File: src/rtl/encoder64_6.sv
// rtl/encoder64_6.sv - 64-to-6 sequential priority encoder with request buffering
// Requests accumulate in a pending vector; indices drain lowest-first via valid/ready.
module encoder64_6 (
  input  logic        clk,
  input  logic        rst,
  input  logic        en,
  input  logic [63:0] req,
  input  logic        ready,
  output logic [5:0]  A,
  output logic        valid,
  output logic [63:0] pending,
  output logic [6:0]  count
);

  logic [63:0] r_p;
  logic        r_valid;
  logic [5:0]  r_a;
  logic [6:0]  r_count;

  logic        w_load;
  logic        w_p_nz;
  logic [5:0]  w_idx;
  logic [63:0] w_pop_mask;
  logic [63:0] w_p_next;
  logic [6:0]  w_cnt_next;

  assign w_load = !r_valid || ready;
  assign w_p_nz = |r_p;

  // Lowest set bit wins: scan downward so the last hit is the smallest index.
  always_comb begin
    w_idx = 6'd0;
    for (int i = 63; i >= 0; i--) begin
      if (r_p[i]) w_idx = 6'(i);
    end
  end

  // Pop before merge so a re-request of the popped index in the same cycle survives.
  always_comb begin
    w_pop_mask = 64'd0;
    if (w_load && w_p_nz) w_pop_mask = 64'd1 << w_idx;
    w_p_next = (r_p & ~w_pop_mask) | (en ? req : 64'd0);
  end

  always_comb begin
    w_cnt_next = 7'd0;
    for (int i = 0; i < 64; i++) begin
      w_cnt_next = w_cnt_next + 7'(w_p_next[i]);
    end
  end

  always_ff @(posedge clk) begin
    if (rst) begin
      r_p     <= 64'd0;
      r_valid <= 1'b0;
      r_a     <= 6'd0;
      r_count <= 7'd0;
    end else begin
      r_p     <= w_p_next;
      r_count <= w_cnt_next;
      if (w_load) begin
        r_valid <= w_p_nz;
        if (w_p_nz) r_a <= w_idx;
      end
    end
  end

  assign A       = r_a;
  assign valid   = r_valid;
  assign pending = r_p;
  assign count   = r_count;

endmodule

File: config.mk
export PLATFORM = sky130hd
export DESIGN_NAME = encoder64_6
export DESIGN_NICKNAME = d
export VERILOG_FILES = /design/src/rtl/encoder64_6.sv
export SDC_FILE = /design/constraint.sdc
export NUM_CORES = 1
export LEC_CHECK = 0
export BUFFER_PORTS_ARGS = -buffer_cell sky130_fd_sc_hd__buf_4
export CORE_MARGIN = 4
export CORE_UTILIZATION = 57
export DETAILED_ROUTE_END_ITERATION = 7
export GPL_ROUTABILITY_DRIVEN = 0
export PLACE_DENSITY = 0.84
export SYNTH_ARGS = -nofsm -noshare
export SYNTH_HDL_FRONTEND = slang
export SYNTH_SLANG_ARGS = --single-unit
File: constraint.sdc
create_clock -name clk -period 14.8 [get_ports clk]
set_clock_uncertainty 0.05 [all_clocks]
set_input_delay 2.96 -clock clk [delete_from_list [all_inputs] [get_ports clk]]
set_output_delay 2.96 -clock clk [all_outputs]
set_load 0.005 [all_outputs]
==> flow_summary.json <==
{
  "status": "finished, final reports clean",
  "hold_class": "reg2reg",
  "p_seq_share_pct": 11.2,
  "dp_slack_ns": 4.13,
  "avgSynthCellArea_um2": 8.39,
  "cp_data_arrival_time_ns": 10.54,
  "fp.dieW_um": 114,
  "netlist-cell-type-count": 62,
  "htree_num_levels": 3,
  "swShare_pct": 46.6,
  "fin_crit_ns": 10.35,
  "grt_max_degree": 79,
  "cp.required_ns": 14.99,
  "grt.overflow.total": 0,
  "startpoint": "ready",
  "clock_latency_ns": 0.38,
  "die_h_um": 114,
  "cts.sinks": 78,
  "drc": 0,
  "core_area_mm2": 0.0109,
  "numCtsBuffers": 9,
  "holdWs_ns": 0.425,
  "synth_cells": 759,
  "cap_violations": 0,
  "drt_pass1_iterations": 7,
  "final_nets": 1019,
  "synth-edff-count": 0,
  "antenna_found_initial": 0,
  "ir_drop_uv": 1290,
  "synth_top_flop_cell": "dfxtp_1",
  "final_common_cell": "buf_4",
  "startpoint_type": "input pin",
  "gr-usage-all-layers_pct": 33.9,
  "grt_pass1_vias": 6669,
  "ys_async_sr_fraction_pct": 0,
  "cts_resized": 0,
  "hpwlAfterDp_um": 16500,
  "power.internal_uw": 1350,
  "p_clk_share_pct": 6.8,
  "fin_tns_setup_ns": 0,
  "setup_violations": 0,
  "switchingPower_uw": 1180,
  "seq_area_frac_synth_pct": 24.5,
  "drtAntennaViolNets": 0,
  "power_density_mw_per_mm2": 328,
  "vias_per_cell": 6.79,
  "worstSetupPathType": "in2reg",
  "cts_tree": "built",
  "combPwrFrac_pct": 82.0,
  "leakage_uw": 0.00330,
  "ys_warn_count": 0,
  "clockRootBuffer": "clkbuf_8",
  "max_slew.worst_pin.slew_ns": 1.04,
  "end_kind": "flip-flop",
  "final_layout_size_suffix_gt1_share_pct": 22.7,
  "hold_path_startpoint": "A[2]$_SDFFE_PP0P_",
  "report.final.hold_viol_count": 0,
  "grt_pass1_wl_um": 34600,
  "critPathSlowestCell": "fa_1",
  "clk_path_buf_depth": 2,
  "rsz0062_at_grt": "no",
  "die_area_mm2": 0.0129,
  "timing.rr.start": "pending[62]$_SDFF_PP0_",
  "num_vias": 6970,
  "cpPeakStageDelay_ns": 0.57,
  "synth-seq-cells": 78,
  "num_rows": 38,
  "ioPinCount": 146,
  "finalCritPeriodShare_pct": 69.9,
  "routed_wl_um": 21600,
  "total_power_uw": 2530,
  "drtIter0Drc": 949,
  "portBuffers": 145,
  "cpLargestDelayFamily": "adder cells",
  "path_clk_slew_ns": 0.09,
  "syn-num-nets": 896,
  "max_freq_mhz": 96.6,
  "cts_setup_buffers": 0,
  "syn_to_final_growth_pct": 21.3,
  "final_cell_mix": "151 x buf_4, 90 x a21oi_1, 78 x dfxtp_1, 78 x inv_1, 74 x nand2_1",
  "crit_buf_inv": 7,
  "final_core_util_pct": 70.9,
  "slew_viol_final": 0,
  "postCtsHoldBufs": 0,
  "num_antenna_cells": 0,
  "layout_setup_ws_ns": 4.45,
  "start_util_pct": 58.5,
  "crit_top_cell": "fa_1",
  "maxSlewHeadroom_pct": 30.1,
  "wl_per_cell_um": 21.0,
  "crit_fanout": 9,
  "reg2reg_slack_ns": 5.82,
  "syn_area_mm2": 0.00637
}
-- kinds of logic (layout without fill, tap and decap cells) --
kind of cell | count (synthesis) | count (layout) | share of synthesized area (%)
DFF | 78 | 78 | 24.5
xor gates and xnor gates | 3 | 3 | 0.413
adders and majority gates | 69 | 69 | 19.9
muxes | 2 | 2 | 0.314
AOI/OAI and AO/OA | 274 | 274 | 30.3
buffers and inverters | 117 | 245 | 7.06
and+or+nand+nor | 216 | 216 | 17.5
-- per-layer routing --
layer  share of wire, %  GRT usage (%)
met1                 37           44.3
met2                 46           54.0
met4                3.9           13.9
met3                 13           8.28
met5                  0              0
-- path summary, 6_finish.rpt --
path / to / cells after the start
worst max-delay path: count[6]$_SDFF_PP0_ / 30
worst min-delay path: A[2]$_SDFFE_PP0P_ / 2
worst max register to register: count[6]$_SDFF_PP0_ / 31
worst min register to register: A[2]$_SDFFE_PP0P_ / 2
-- sequential cells by signal, indices dropped and copies added (netlist names) --
name	flops
pending	64
count	7
A	6
valid	1
-- cell usage after synthesis (16+ instances only) --
master	instances	share of area, %
nor4_1	16	1.6
a311oi_1	57	7.8
nor2_1	42	2.5
dfxtp_1	78	25
clkbuf_1	29	1.7
a21oi_1	90	7.1
a31oi_1	30	2.9
inv_1	78	4.6
nor3_1	21	1.7
nand2_1	74	4.4
fa_1	54	17
-- per-stage QoR --
stage	cell area [um^2]	cells
final	7720	1027
after global routing	7720	1027
after CTS	7720	1027
after detailed placement	7520	1011
after global placement	7520	1011
after floorplan	6370	759
-- worst register-to-register path, delay by kind of cell (launching register included) --
family / cells / cell delay (ns)
flops: 1 / 0.44
fa+ha+maj: 10 / 4.71
simple gates: 7 / 0.65
buf+inv: 7 / 0.67
compound gates: 7 / 2.32
-- cell type report --
cell class / instances / area [um^2]
clock inverters: 4 / 45.0
clock buffers: 12 / 155
fillers: 878 / 3170
repair buffers: 151 / 1130
flip-flops and latches: 78 / 1560
well taps: 140 / 175
inverters: 78 / 293
multi-input cells: 564 / 4360
-- power groups by stage --
stage	clock, uW	sequential (uW)	combinational, uW
2_1_floorplan	0	280	1690
4_1_cts	172	282	2110
5_1_grt	180	286	2450
3_3_place_gp	0	286	2060
6_report	173	284	2080
3_5_place_dp	0	287	2080
No activity file was read; power rests on OpenSTA's default activity.
